**config.mk**
```make
export PLATFORM = sky130hd
export DESIGN_NAME = mandelbrot_pixel_sink
export DESIGN_NICKNAME = d
export VERILOG_FILES = /design/src/rtl/mandelbrot_pixel_sink.sv
export SDC_FILE = /design/constraint.sdc
export NUM_CORES = 1
export LEC_CHECK = 0
export ABC_CLOCK_PERIOD_IN_PS = 3750
export CAP_MARGIN = 20
export CELL_PAD_IN_SITES_DETAIL_PLACEMENT = 1
export CELL_PAD_IN_SITES_GLOBAL_PLACEMENT = 1
export CORE_MARGIN = 2
export CORE_UTILIZATION = 51
export CTS_CLUSTER_DIAMETER = 120
export DETAILED_ROUTE_END_ITERATION = 16
export DONT_BUFFER_PORTS = 1
export PLACE_DENSITY = 0.82
export SLEW_MARGIN = 20
export SYNTH_ARGS = -nofsm -noshare
export SYNTH_HDL_FRONTEND = slang
export SYNTH_SLANG_ARGS = --single-unit
export TNS_END_PERCENT = 10
```
**constraint.sdc**
```tcl
create_clock -name clk -period 3.75 [get_ports clk]
set_input_delay 0.5625 -clock clk [delete_from_list [all_inputs] [get_ports clk]]
set_output_delay 0.5625 -clock clk [all_outputs]
set_load 0.1 [all_outputs]
```
**src/rtl/mandelbrot_pixel_sink.sv**
```systemverilog
// Consumer side of the Mandelbrot engine run/running handshake: issues one run per pixel,
// packs two 4-bit iteration counts per byte into a small FIFO and streams them out with sof/last.
module mandelbrot_pixel_sink #(
   parameter int unsigned WIDTH  = 320,
   parameter int unsigned HEIGHT = 240,
   parameter int unsigned DEPTH  = 4
) (
   input  logic       clk,
   input  logic       rst_n,
   input  logic       start,
   input  logic       enable,
   output logic       eng_run,
   input  logic       eng_running,
   input  logic [3:0] eng_ctr,
   input  logic       eng_finished,
   output logic [7:0] out_data,
   output logic       out_valid,
   input  logic       out_ready,
   output logic       out_sof,
   output logic       out_last,
   output logic       busy,
   output logic       frame_done,
   output logic       error
);

   localparam int unsigned TOTAL = WIDTH * HEIGHT;
   localparam int unsigned PW    = $clog2(TOTAL + 1);
   localparam int unsigned AW    = $clog2(DEPTH);
   localparam int unsigned CW    = $clog2(DEPTH + 1);

   typedef enum logic [2:0] {
      S_IDLE, S_ISSUE, S_WAIT_BUSY, S_WAIT_DONE, S_PACK, S_DRAIN
   } state_t;

   state_t          r_state;
   logic [PW-1:0]   r_pixel;
   logic            r_holding;
   logic [3:0]      r_held;
   logic [3:0]      r_cap_ctr;
   logic            r_cap_fin;
   logic            r_sof_pending;
   logic            r_eng_run;
   logic            r_busy;
   logic            r_frame_done;
   logic            r_error;

   // FIFO entry layout: {last, sof, data[7:0]}
   logic [9:0]      r_mem [DEPTH];
   logic [AW-1:0]   r_wr_ptr;
   logic [AW-1:0]   r_rd_ptr;
   logic [CW-1:0]   r_count;
   logic            r_valid;

   logic            w_last_pix;
   logic            w_push;
   logic            w_pop;
   logic [7:0]      w_push_data;
   logic [CW-1:0]   w_count_nxt;

   assign w_last_pix  = (r_pixel == PW'(TOTAL));
   // A held nibble always pairs with the new one; an unpaired final pixel pads the high nibble.
   assign w_push      = (r_state == S_PACK) && (r_holding || w_last_pix);
   assign w_push_data = r_holding ? {r_cap_ctr, r_held} : {4'h0, r_cap_ctr};
   assign w_pop       = r_valid && out_ready;
   assign w_count_nxt = r_count + CW'(w_push) - CW'(w_pop);

   assign eng_run    = r_eng_run;
   assign busy       = r_busy;
   assign frame_done = r_frame_done;
   assign error      = r_error;
   assign out_valid  = r_valid;
   assign {out_last, out_sof, out_data} = r_mem[r_rd_ptr];

   // Pixel sequencing state machine
   always_ff @(posedge clk or negedge rst_n) begin
      if (!rst_n) begin
         r_state       <= S_IDLE;
         r_pixel       <= '0;
         r_holding     <= 1'b0;
         r_held        <= '0;
         r_cap_ctr     <= '0;
         r_cap_fin     <= 1'b0;
         r_sof_pending <= 1'b0;
         r_eng_run     <= 1'b0;
         r_busy        <= 1'b0;
         r_frame_done  <= 1'b0;
         r_error       <= 1'b0;
      end else begin
         r_eng_run    <= 1'b0;
         r_frame_done <= 1'b0;
         case (r_state)
            S_IDLE: begin
               if (start) begin
                  if (!eng_finished) begin
                     r_error <= 1'b1;
                  end else begin
                     r_pixel       <= '0;
                     r_holding     <= 1'b0;
                     r_sof_pending <= 1'b1;
                     r_busy        <= 1'b1;
                     r_state       <= S_ISSUE;
                  end
               end
            end
            S_ISSUE: begin
               if (enable && (r_count < CW'(DEPTH))) begin
                  r_eng_run <= 1'b1;
                  r_state   <= S_WAIT_BUSY;
               end
            end
            S_WAIT_BUSY: begin
               if (eng_running) r_state <= S_WAIT_DONE;
            end
            S_WAIT_DONE: begin
               if (!eng_running) begin
                  r_cap_ctr <= eng_ctr;
                  r_cap_fin <= eng_finished;
                  r_pixel   <= r_pixel + PW'(1);
                  r_state   <= S_PACK;
               end
            end
            S_PACK: begin
               if (w_push) begin
                  r_holding     <= 1'b0;
                  r_sof_pending <= 1'b0;
               end else begin
                  r_held    <= r_cap_ctr;
                  r_holding <= 1'b1;
               end
               // Engine's finished flag must coincide exactly with the final pixel
               if (r_cap_fin != w_last_pix) r_error <= 1'b1;
               r_state <= w_last_pix ? S_DRAIN : S_ISSUE;
            end
            S_DRAIN: begin
               if (w_count_nxt == '0) begin
                  r_frame_done <= 1'b1;
                  r_busy       <= 1'b0;
                  r_state      <= S_IDLE;
               end
            end
            default: begin
               r_busy  <= 1'b0;
               r_state <= S_IDLE;
            end
         endcase
      end
   end

   // Byte FIFO
   always_ff @(posedge clk or negedge rst_n) begin
      if (!rst_n) begin
         for (int k = 0; k < int'(DEPTH); k++) r_mem[k] <= '0;
         r_wr_ptr <= '0;
         r_rd_ptr <= '0;
         r_count  <= '0;
         r_valid  <= 1'b0;
      end else begin
         if (w_push) begin
            r_mem[r_wr_ptr] <= {w_last_pix, r_sof_pending, w_push_data};
            r_wr_ptr        <= r_wr_ptr + AW'(1);
         end
         if (w_pop) r_rd_ptr <= r_rd_ptr + AW'(1);
         r_count <= w_count_nxt;
         r_valid <= (w_count_nxt != '0);
      end
   end

endmodule

```
-- Yosys cells after proc, flatten, opt, wreduce, memory -nomap -nowiden
Cells that the tools add are included.
- register bits: 83
- latch bits: 0
- memory bits (writable): 0
- bits in read-only memories: 0
- output and inout bits: 15
- logic and storage cells: 105
- memories: 0
- add/subtract/negate cells: 5
- multiply operators: 0
- divide/modulo/power cells: 0
- magnitude comparators: 4
- eq/ne operators: 16
- shifts and indexed selects: 0
- multiplexer cells: 37
- bitwise operators: 5
- reductions and logical operators: 19
- operators with widths (kind ; number):
    $mux 17 ; 3
    $bwmux 40 ; 1
    $pmux 17 s2 ; 1
    $mux 10 ; 3
    $mux 3 ; 7
    $bmux 10 s2 ; 1
    $demux 10 s2 ; 1
    $pmux 3 s6 ; 1
    $add 17x1->17 const B ; 1
    $eq 17x17->1 const B ; 1
    $ne 2x2->1 const B ; 8
    $reduce_and 4->1 ; 4
    $mux 1 ; 14
    $mux 8 ; 1
    $eq 3x2->1 const B ; 2
    $eq 3x3->1 const B ; 2
    $ge 3x3->1 const B ; 2
    $logic_not 3->1 ; 2
    $not 2->3 ; 2
    $pmux 1 s2 ; 3
    $reduce_and 6->1 ; 1
    $add 2x1->2 const B ; 2
    $logic_and 1x1->1 ; 4
    $reduce_and 2->1 ; 2
    14 further kinds ; 17

-- Depth between registers and ports, before layout
- word-level depth: 8
- mapped depth: 15
- mapped depth without buffers: 14

-- Worst setup path after synthesis
OpenSTA, ideal clock, no wires.
- kind: register to register
- start point: reg r_pixel[0]
- end point: reg r_state[0]
- setup time: 0.137 ns
- data arrival time: 3.062 ns
- slack: 0.551 ns
- cell stages (with the launch flop): 16
- buffers on the path: 1
- cell sequence: dfrtp_1 inv_1 ha_1 nor4b_1 a41oi_1 buf_2 nor2_1 inv_1 ha_1 inv_1 ha_1 fa_1 nor4b_1 mux2i_1 a21oi_1 o21ai_0
- longest elaborated chain between the ends: 8
- RTL lines (item ; line ; RTL):
    start: declaration ; 36 ; logic [PW-1:0] r_pixel;
    start signal: assignment ; 118 ; r_pixel <= r_pixel + PW'(1);
    $eq 17x17->1 ; 60 ; assign w_last_pix = (r_pixel == PW'(TOTAL));
    $logic_or 1x1->1 ; 62 ; assign w_push = (r_state == S_PACK) && (r_holding || w_last_pix);
    $logic_and 1x1->1 ; 62 ;
    $add 3x1->3 ; 65 ; assign w_count_nxt = r_count + CW'(w_push) - CW'(w_pop);
    $sub 3x1->3 ; 65 ;
    named net w_count_nxt[1] ; 58 ; logic [CW-1:0] w_count_nxt;
    $logic_not 3->1 ; 135 ; if (w_count_nxt == '0) begin
    $ne 2x2->1 (no line) ; -- ;
    $reduce_and 6->1 (no line) ; -- ;
    end signal: assignment ; 132 ; r_state <= w_last_pix ? S_DRAIN : S_ISSUE;
    end: declaration ; 35 ; state_t r_state;
The timed path passes the listed nets, and every way through them passes these cells.
A chain may end at the register's enable or synchronous reset.

-- Worst setup path in the final report
Ends and elaborated chain as after synthesis.

==> key figures <==
Run status
  – Run status: complete, no violations

Setup path
  – Critical path peak fanout: 5
  – Arrival @ worst endpoint: 3.61 ns
  – Critical Path RT: 3.98 ns
  – Critical path startpoint category: register
  – Setup crit end kind: register
  – WS Path Type: register to register

Synthesis
  – YS warnings: 0
  – Syn avg cell area: 11.8 µm²
  – Post-synthesis sequential area ratio: between 50% and 60%
  – Proportion of netlist area held by the largest area contributor: between 50 and 60%
  – Net count after synthesis: 358
  – Mapped Area: 0.00398 mm²
  – Fraction of registers with async set/reset: between 90% and 100%
  – Area leader, netlist: dfrtp_1
  – Ranking of synthesized cells by area: dfrtp_1 (52%), mux2_2 (7.9%), mux4_2 (5.7%)
  – Post-synth EDFFs: 0
  – Synth top cells by count: dfrtp_1 (83), nand2_1 (33), mux2_2 (28)
  – Syn Inst Count: 338
  – Most frequent cell after synthesis: dfrtp_1
  – FF+latch count, synth: 83
  – Prevailing post-synth register cell: dfrtp_1
  – Netlist cell types: 48

Route
  – Drt total wl: 9630 µm
  – Routed vias: 2792
  – Post-detailed-route count of antenna-violating nets: 0
  – Vias/cell: between 6 and 7
  – DR WL/cell: 21.3 µm
  – # DRC: 0
  – Initial detailed-routing violation count: 134
  – First-pass iteration count of the detailed router: 4

Clocking
  – CTS Sinks: 83
  – CTS H-Tree Depth: 3
  – Worst skew pair latency: ~0.35 ns
  – Clock buffer depth: 2
  – Post-CTS sizing: 0
  – Root Driver: clkbuf_8
  – CTS tree: built
  – Setup bufs post-CTS: 0
  – CTS Buf Count: 9
  – Clock-pin slew on the worst setup and hold paths: roughly 0.090 ns

Placed design
  – DPL Wire Length: around 6800 µm
  – Pre-CTS WS: between 0.3 and 0.4 ns
  – Number of port buffers: 0
  – GPL Wtd Cong: roughly 0.79

Floorplan
  – Starting Density: between 50% and 60%
  – Die area: roughly 0.0085 mm²
  – Die width: 92.3 µm
  – Core Region: ~0.0076 mm²
  – IO Pins: 26
  – Die Y: roughly 90 µm
  – Row cnt: 32

Global routing
  – Largest net degree at the start of global routing: 84
  – Vias in the first global route: 3136
  – Initial antenna violation count: 0
  – Grt ovf: 0
  – GRT Resource Usage Total: roughly 25%
  – First-pass GRT wire length: ~16000 µm

Job
  – Max-cap violations: 0

Hold path
  – Worst hold path class: input port to async pin

Power and ir drop
  – Leak pwr: ~1.9 nW
  – PwrDens: approximately 680 mW/mm²
  – VDD IR-drop max: approximately 0.23 mV

Timing
  – Final WS setup: between 0.3 and 0.4 ns
  – Fmax: 296 MHz
  – Slew Limit Fails: 0
  – Worst-Margin Slew: ~0.93 ns
  – Period utilisation layout: between 90% and 100%
  – RSZ-0062 raised after global routing: false
  – Fin Clk Skew: approximately 0.010 ns
  – Final-report setup violation count: 0
  – Final hold viol count: 0
  – Tmin final: 3.38 ns
  – Fin Setup TNS: 0 ns
  – Max-slew headroom: a little under two fifths

Cells and area
  – Core Util, Final: ~56%
  – Nets: ~370
  – Layout cells sized above 1: 20.0%
  – N_diodes: 0
  – Area grow syn2layout: 8.28%
  – Layout fillers: 804
-- power breakdown --
group	leakage, nW	internal [mW]	switching [mW]
combinational	0.701	0.366	0.557
clock	0.0795	0.247	0.348
sequential	1.11	1.09	0.332
-- registers in the layout (all words and copies together), names as in the netlist --
register and cells:
busy 1, eng_run 1, error 1, frame_done 1, out_valid 1, r_cap_ctr 4
r_cap_fin 1, r_count 3, r_held 4, r_holding 1, r_mem 40, r_pixel 17
r_rd_ptr 2, r_sof_pending 1, r_state 3, r_wr_ptr 2
-- cell families after synthesis --
group                      share of synthesized area, %
AOI/OAI and AO/OA                                  12.0
xor gates and xnor gates                           1.32
adders and majority gates                          3.02
buffers and inverters                              2.52
DFF                                                52.3
muxes                                              13.8
and+or+nand+nor                                    15.0
-- final cells by class --
type,instances,area (µm²),area share [%]
flip-flops and latches,83,2080,48.3
multi-input cells,229,1800,41.8
clock buffers,10,128,2.97
well taps,102,128,2.97
repair buffers,6,65.1,1.51
inverters,16,60.1,1.40
clock inverters,6,48.8,1.13
-- repair_timing --
action,CTS,global route
setup endpoints to repair,0,0
hold buffers,1,0
hold endpoints to repair,83,0
-- layer usage --
metal  wire length, µm  global-route usage (%)
met1              4000                    29.3
met3               277                    4.19
met5                 0                       0
met2              5110                    43.7
met4               238                    10.4
-- through the flow --
| step | hold WS [ns] | std cells | power, mW | area (µm²) |
|---|---|---|---|---|
| floorplan | 0.267 | 338 | 2.09 | 3980 |
| global placement | 0.269 | 435 | 2.27 | 4100 |
| detailed placement | 0.270 | 435 | 2.33 | 4100 |
| CTS | 0.113 | 452 | 2.95 | 4300 |
| global route | 0.116 | 452 | 3.09 | 4300 |
| finish | 0.102 | 452 | 2.94 | 4300 |
-- critical path, cell delays in order (launching register included) --
cell and delay [ns]:
dfrtp_1 0.43, inv_1 0.09, ha_1 0.15, nor4b_1 0.32, a41oi_1 0.23, nor2_1 0.18
inv_1 0.06, ha_1 0.27, inv_1 0.04, ha_1 0.18, fa_1 0.49, nor4b_1 0.36
mux2i_1 0.21, a21oi_1 0.17, o21ai_0 0.09
-- path summary, 6_finish.rpt --
path	from	endpoint	slack [ns]	cells after the start
max in group asynchronous	rst_n	r_holding$_DFFE_PN0P_	3.32	1
hold / removal	rst_n	r_mem[16]$_DFFE_PN0P_	0.10	1
min in group clk	eng_ctr[2]	r_cap_ctr[2]$_DFFE_PN0P_	0.32	2
hold reg to reg	r_mem[38]$_DFFE_PN0P_	r_mem[38]$_DFFE_PN0P_	0.51	1
setup / recovery	r_pixel[0]$_DFFE_PN0P_	r_state[0]$_DFFE_PN0P_	0.37	14
setup reg to reg	r_pixel[0]$_DFFE_PN0P_	r_state[0]$_DFFE_PN0P_	0.37	14
-- cells in the final DEF, fill, tap and decap left out, types with 6 or more instances in the layout --
cell type | netlist | final
inv_1 | 16 | 16
mux4_2 | 10 | 10
clkbuf_8 | 0 | 9
or3_1 | 6 | 6
mux2_2 | 28 | 28
ha_1 | 8 | 8
nand3_1 | 8 | 8
a21oi_1 | 16 | 16
a22o_1 | 17 | 17
dfrtp_1 | 83 | 83
nand2_1 | 33 | 33
o21ai_0 | 16 | 16
o31ai_1 | 6 | 6
nor2_1 | 18 | 18
Power figures use the tool's default switching activity.
==> variant 1: new RTL, same flow settings <==
`WIDTH`: 320 -> 640.
--- a/src/rtl/mandelbrot_pixel_sink.sv
+++ b/src/rtl/mandelbrot_pixel_sink.sv
@@ -1,7 +1,7 @@
 // Consumer side of the Mandelbrot engine run/running handshake: issues one run per pixel,
 // packs two 4-bit iteration counts per byte into a small FIFO and streams them out with sof/last.
 module mandelbrot_pixel_sink #(
-   parameter int unsigned WIDTH  = 320,
+   parameter int unsigned WIDTH  = 640,
    parameter int unsigned HEIGHT = 240,
    parameter int unsigned DEPTH  = 4
 ) (
Check against the original RTL: same outputs for any inputs over 10 cycles, from zero or initial values and one cycle with rst_n low; that may be too few to reach the edited logic, so the function may still have changed.
==> variant 1 against the original RTL <==
Critical endpoint is now r_state[2]. Total power rose by 8.1%. Count of clock-buffer cells in the layout rose by 2. Setup slack got worse by 0.065 ns. Sequential cell count rose by 1. Final area rose by 25%. Fmax fell by 1.9%. Area after synthesis rose by 26%. Routed wire length rose by 43%. Highest routed layer unchanged.
==> variant 1: results (changes against the original RTL) <==
.. list-table::
   :header-rows: 1

   * - Metric
     - Value
   * - Largest net degree at the start of global routing
     - 85 (was 84)
   * - Share of synthesized area occupied by flip-flops and latches
     - 42.1% (was 52.3%)
   * - Final weighted congestion of routability-driven global placement
     - 0.779 (was 0.792)
   * - Fraction of layout cells with a size suffix above 1
     - 12.8% (was 20.0%)
   * - Leak
     - 2.32 nW (was 1.89 nW)
   * - Global-route wire length before repair
     - 22400 um (was 16000 um)
   * - Wirelength per Cell
     - 20.5 um (was 21.3 um)
   * - Synthesized netlist net count
     - 563 (was 358)
   * - Vias in the first global route
     - 4290 (was 3136)
   * - Tot GR Track Use
     - 27.3% (was 24.5%)
   * - Slowest stage delay, CP
     - 0.45 ns (was 0.49 ns)
   * - Largest clock skew in the final design
     - 0.0116 ns (was 0.0105 ns)
   * - Register-to-register path setup slack
     - 0.31 ns (was 0.37 ns)
   * - Cell class contributing the biggest share of worst-path delay
     - simple AND/OR/NAND/NOR gates (was adder cells)
   * - Proportion of register bits with asynchronous set or reset after synthesis
     - 100% (unchanged)
   * - Largest fanout on the critical path
     - 7 (was 5)
   * - Top post-synthesis cells by count
     - sky130_fd_sc_hd__dfrtp_1, sky130_fd_sc_hd__nand2_1, sky130_fd_sc_hd__nor2_1, sky130_fd_sc_hd__a31oi_1, sky130_fd_sc_hd__o21ai_0 (was sky130_fd_sc_hd__dfrtp_1, sky130_fd_sc_hd__nand2_1, sky130_fd_sc_hd__mux2_2, sky130_fd_sc_hd__nor2_1, sky130_fd_sc_hd__a22o_1)
   * - Filler Cells Inserted
     - 1117 (was 804)
   * - Total CTS buffers
     - 9 (unchanged)
   * - Run status
     - complete, no violations (unchanged)
   * - Worst reg2reg startpoint
     - r_pixel[7] (was r_pixel[0])
   * - Critical Path AT
     - 3.69 ns (was 3.61 ns)
   * - Highest ir drop seen on vdd
     - 0.286 mV (was 0.229 mV)
   * - Count of unique library cells instantiated by Yosys
     - 59 (was 48)
   * - Cell types with the largest area share after synthesis
     - sky130_fd_sc_hd__dfrtp_1, sky130_fd_sc_hd__nand2_1, sky130_fd_sc_hd__mux4_2, sky130_fd_sc_hd__a31oi_1, sky130_fd_sc_hd__o21ai_0 (was sky130_fd_sc_hd__dfrtp_1, sky130_fd_sc_hd__mux2_2, sky130_fd_sc_hd__mux4_2, sky130_fd_sc_hd__a22o_1, sky130_fd_sc_hd__nand2_1)
   * - Highest-delay cell along the critical path
     - sky130_fd_sc_hd__dfrtp_1 (was sky130_fd_sc_hd__fa_1)
   * - Final HPWL DP
     - 8950 um (was 6790 um)
   * - Logic depth of the worst register-to-register path
     - 13 (was 14)
   * - Iter 0 DRT Violations
     - 239 (was 134)
   * - Via density per instance
     - 6.34 (was 6.18)
   * - Final layout net count
     - 554 (was 365)
   * - Slew @ Worst Pin
     - 0.971 ns (was 0.925 ns)
   * - Top flop regs
     - r_mem: 40 flops, r_pixel: 18 flops (was r_mem: 40 flops, r_pixel: 17 flops)
   * - Worst setup endpoint
     - r_state[2] (was r_state[0])
   * - Worst-Skew Late Latency
     - 0.36 ns
## variant 1: cell types whose count changed in the layout (fill, tap and decap cells not counted), sizes merged, moves of 6 or more
| cell | delta |
|---|---|
| a21oi | +17 |
| a22o | -16 |
| a31oi | +34 |
| buf | +16 |
| inv | -7 |
| mux2 | -19 |
| nand2 | +49 |
| nand2b | +17 |
| nand3 | +18 |
| nand4 | +7 |
| nor2 | +24 |
| o211a | +16 |
| o211ai | +6 |
| o21ai | +19 |
## variant 1: layer usage
| layer | GRT usage, % | up-vias | part of all wire [%] |
|---|---|---|---|
| met5 | 0 | - | 0 |
| met4 | 8.00 | 0 | 1.4 |
| met3 | 3.66 | 15 | 4.0 |
| met2 | 45.1 | 80 | 49 |
| met1 | 37.6 | 2196 | 46 |
| li1 | - | 1971 | - |
## variant 1: stage by stage
stage,area (sq um),std cells,setup slack [ns],power [mW],hold slack (ns)
finish,5390,672,0.306,3.18,0.0991
global route,5390,672,0.0359,3.37,0.111
CTS,5390,672,0.229,3.19,0.116
detailed placement,5160,655,0.257,2.48,0.269
global placement,5150,655,0.440,2.40,0.269
floorplan,4990,543,0.410,2.13,0.267
## variant 1: kinds of logic (layout without fill, tap and decap cells)
| logic type | Yosys count | after routing | synth area share (%) |
|---|---|---|---|
| mux | 24 | 24 | 7.54 |
| buf+inv | 54 | 50 | 4.34 |
| simple gates | 219 | 219 | 22.9 |
| xor+xnor | 7 | 7 | 1.53 |
| compound gates | 146 | 146 | 19.2 |
| flops | 84 | 84 | 42.1 |
| fa+ha+maj | 9 | 9 | 2.41 |
## variant 1: layout make-up
cell class              count  area [sq um]  share of cell area, %
well taps                 133           166                   3.09
multi-input cells         405          2690                   49.9
clock buffers              12           155                   2.88
inverters                  12          45.0                  0.836
flip-flops and latches     84          2100                   39.0
repair buffers             22           185                   3.44
clock inverters             4          47.5                  0.882
## variant 1: worst min path at each step
stage,startpoint,endpoint,slack [ns],depth (start not counted)
after floorplan,rst_n,busy,0.27,0
after global placement,rst_n,busy,0.27,0
after detailed placement,rst_n,busy,0.27,0
after CTS,rst_n,busy,0.12,1
after global routing,rst_n,out_valid,0.11,1
final,rst_n,out_valid,0.1,1
## variant 1: what timing repair did
action	4_1_cts	5_1_grt
gates resized for setup	0	1
hold buffers	1	0
endpoints found under the hold margin	84	0
endpoints found under the setup margin	0	2
## variant 1: where the power goes
group	total [mW]	internal (mW)	leakage (nW)	switching [mW]
Sequential	1.35	1.05	0.919	0.297
Combinational	1.15	0.474	1.30	0.676
Clock	0.680	0.343	0.102	0.338
==> variant 2: new RTL, same flow settings <==
Without the edit above. Encoding of `state_t`: now Gray code (3 bits for 6 states).
--- a/src/rtl/mandelbrot_pixel_sink.sv
+++ b/src/rtl/mandelbrot_pixel_sink.sv
@@ -29,7 +29,7 @@
    localparam int unsigned CW    = $clog2(DEPTH + 1);
 
    typedef enum logic [2:0] {
-      S_IDLE, S_ISSUE, S_WAIT_BUSY, S_WAIT_DONE, S_PACK, S_DRAIN
+      S_IDLE = 3'b000, S_ISSUE = 3'b001, S_WAIT_BUSY = 3'b011, S_WAIT_DONE = 3'b010, S_PACK = 3'b110, S_DRAIN = 3'b111
    } state_t;
 
    state_t          r_state;
Function: no difference found for any inputs over 10 cycles, from zero or initial values and one cycle with rst_n low; not proved beyond that.
==> variant 2 against the original RTL <==
Synthesized cell count increased by 60%. Area after synthesis rose by 24%. Final area is 25% higher. Sequential cell count unchanged. Routed wire length increased by 54%. Setup slack got worse by 0.21 ns. Combinational power up 39%. Die area rose by 23%. Critical path depth unchanged. Total power is 14% higher. Sequential share of layout area decreased by 9.5 points. Global-route usage up 5.7 points. First-iteration DRC count is 99% higher. Largest cell class is now multi-input combinational cells. Highest routed layer unchanged.
==> variant 2: results (changes against the original RTL) <==
.. list-table::
   :header-rows: 1

   * - Metric
     - Value
   * - Final HPWL DP
     - 9290 um (was 6790 um)
   * - Total Wirelength
     - 14800 um (was 9630 um)
   * - Post-Synthesis Mean Instance Area
     - 9.09 sq um (was 11.8 sq um)
   * - Iter 0 DRT Violations
     - 266 (was 134)
   * - Largest net degree at the start of global routing
     - 86 (was 84)
   * - Critical path startpoint
     - r_pixel[3] (was r_pixel[0])
   * - Met3 Use GR
     - 4.31% (was 4.19%)
   * - Vias in the first global route
     - 4576 (was 3136)
   * - Filler Cells Inserted
     - 1070 (was 804)
   * - Met2 WL post-DR
     - 7420 um (was 5110 um)
   * - Tot GR Track Use
     - 30.2% (was 24.5%)
   * - Clock slew seen by the registers of the worst setup and hold paths
     - approximately 0.10 ns
   * - Top post-synthesis cells by count
     - sky130_fd_sc_hd__dfrtp_1, sky130_fd_sc_hd__nand2_1, sky130_fd_sc_hd__nor2_1, sky130_fd_sc_hd__clkbuf_1, sky130_fd_sc_hd__o21ai_0 (was sky130_fd_sc_hd__dfrtp_1, sky130_fd_sc_hd__nand2_1, sky130_fd_sc_hd__mux2_2, sky130_fd_sc_hd__nor2_1, sky130_fd_sc_hd__a22o_1)
   * - Number of instances in the placed design
     - 646 (was 435)
   * - Highest-delay cell along the critical path
     - sky130_fd_sc_hd__or4b_4 (was sky130_fd_sc_hd__fa_1)
   * - Non-filler cells in the finished layout
     - 665 (was 452)
   * - Highest ir drop seen on vdd
     - 0.595 mV (was 0.229 mV)
   * - Count of TritonRoute iterations in the first routing pass
     - 5 (was 4)
   * - Leak
     - 2.17 nW (was 1.89 nW)
   * - Slowest stage delay, CP
     - 0.55 ns (was 0.49 ns)
   * - Share of synthesized area occupied by flip-flops and latches
     - 42.2% (was 52.3%)
   * - Final weighted congestion of routability-driven global placement
     - 0.837 (was 0.792)
   * - Synthesized netlist net count
     - 562 (was 358)
   * - Run status
     - complete, no violations (unchanged)
   * - Setup WS pre-CTS
     - 0.168 ns (was 0.378 ns)
   * - Global routing usage on met1
     - 41.0% (was 29.3%)
   * - Via density per instance
     - 6.70 (was 6.18)
   * - Cell types with the largest area share after synthesis
     - sky130_fd_sc_hd__dfrtp_1, sky130_fd_sc_hd__mux4_2, sky130_fd_sc_hd__nand2_1, sky130_fd_sc_hd__nor2_1, sky130_fd_sc_hd__o21ai_0 (was sky130_fd_sc_hd__dfrtp_1, sky130_fd_sc_hd__mux2_2, sky130_fd_sc_hd__mux4_2, sky130_fd_sc_hd__a22o_1, sky130_fd_sc_hd__nand2_1)
   * - Final layout net count
     - 551 (was 365)
   * - Met3 Routed Length
     - 672 um (was 277 um)
   * - Cell class contributing the biggest share of worst-path delay
     - simple AND/OR/NAND/NOR gates (was adder cells)
   * - Global-route wire length before repair
     - 24400 um (was 16000 um)
   * - Met2 Usage GRT
     - 50.6% (was 43.7%)
   * - Max transition margin
     - 32.6% (was 38.3%)
   * - Worst setup endpoint
     - r_state[2] (was r_state[0])
variant 2: worst register-to-register path, delay by kind of cell (launching register included):
family	cells	cell delay, ns
buf+inv	3	0.29
flops	1	0.40
simple gates	4	1.31
xor+xnor	2	0.32
fa+ha+maj	3	0.86
compound gates	2	0.24
variant 2: power groups by stage:
stage	clock [mW]	sequential (mW)	combinational, mW
4_1_cts	0.779	1.31	1.27
3_5_place_dp	0	1.32	1.23
6_report	0.769	1.30	1.28
2_1_floorplan	0	1.23	0.949
3_3_place_gp	0	1.31	1.15
5_1_grt	0.811	1.33	1.42
variant 2: worst min-delay path by stage:
stage	from	slack, ns	depth (start not counted)	to
CTS	rst_n	0.12	1	r_mem[37]
global placement	rst_n	0.27	0	r_mem[27]
global route	rst_n	0.10	1	r_mem[35]
finish	rst_n	0.09	1	r_mem[17]
floorplan	rst_n	0.27	0	busy
detailed placement	rst_n	0.27	0	r_mem[37]
variant 2: cells by family after synthesis:
| family | count (synthesis) | share of synthesized area, % |
|---|---|---|
| XOR/XNOR | 5 | 0.889 |
| AND/OR/NAND/NOR | 188 | 19.5 |
| adder cells (fa/ha/maj) | 9 | 2.44 |
| buffers and inverters | 77 | 6.15 |
| multiplexers | 18 | 6.30 |
| flip-flops | 83 | 42.2 |
| AO/OA/AOI/OAI | 162 | 22.6 |
variant 2: final cells by class:
type	count	area share, %
Multi-Input combinational cell	382	48.1
Inverter	32	2.24
Clock buffer	9	2.31
Sequential cell	83	38.8
Tap cell	129	3.01
Clock inverter	7	2.03
Timing Repair Buffer	23	3.59
variant 2: through the flow:
step                        TNS, ns  cell area (sq um)
after global placement            0               5070
after CTS                         0               5330
after floorplan                   0               4930
after detailed placement          0               5070
after global routing      -0.000136               5360
final                             0               5360
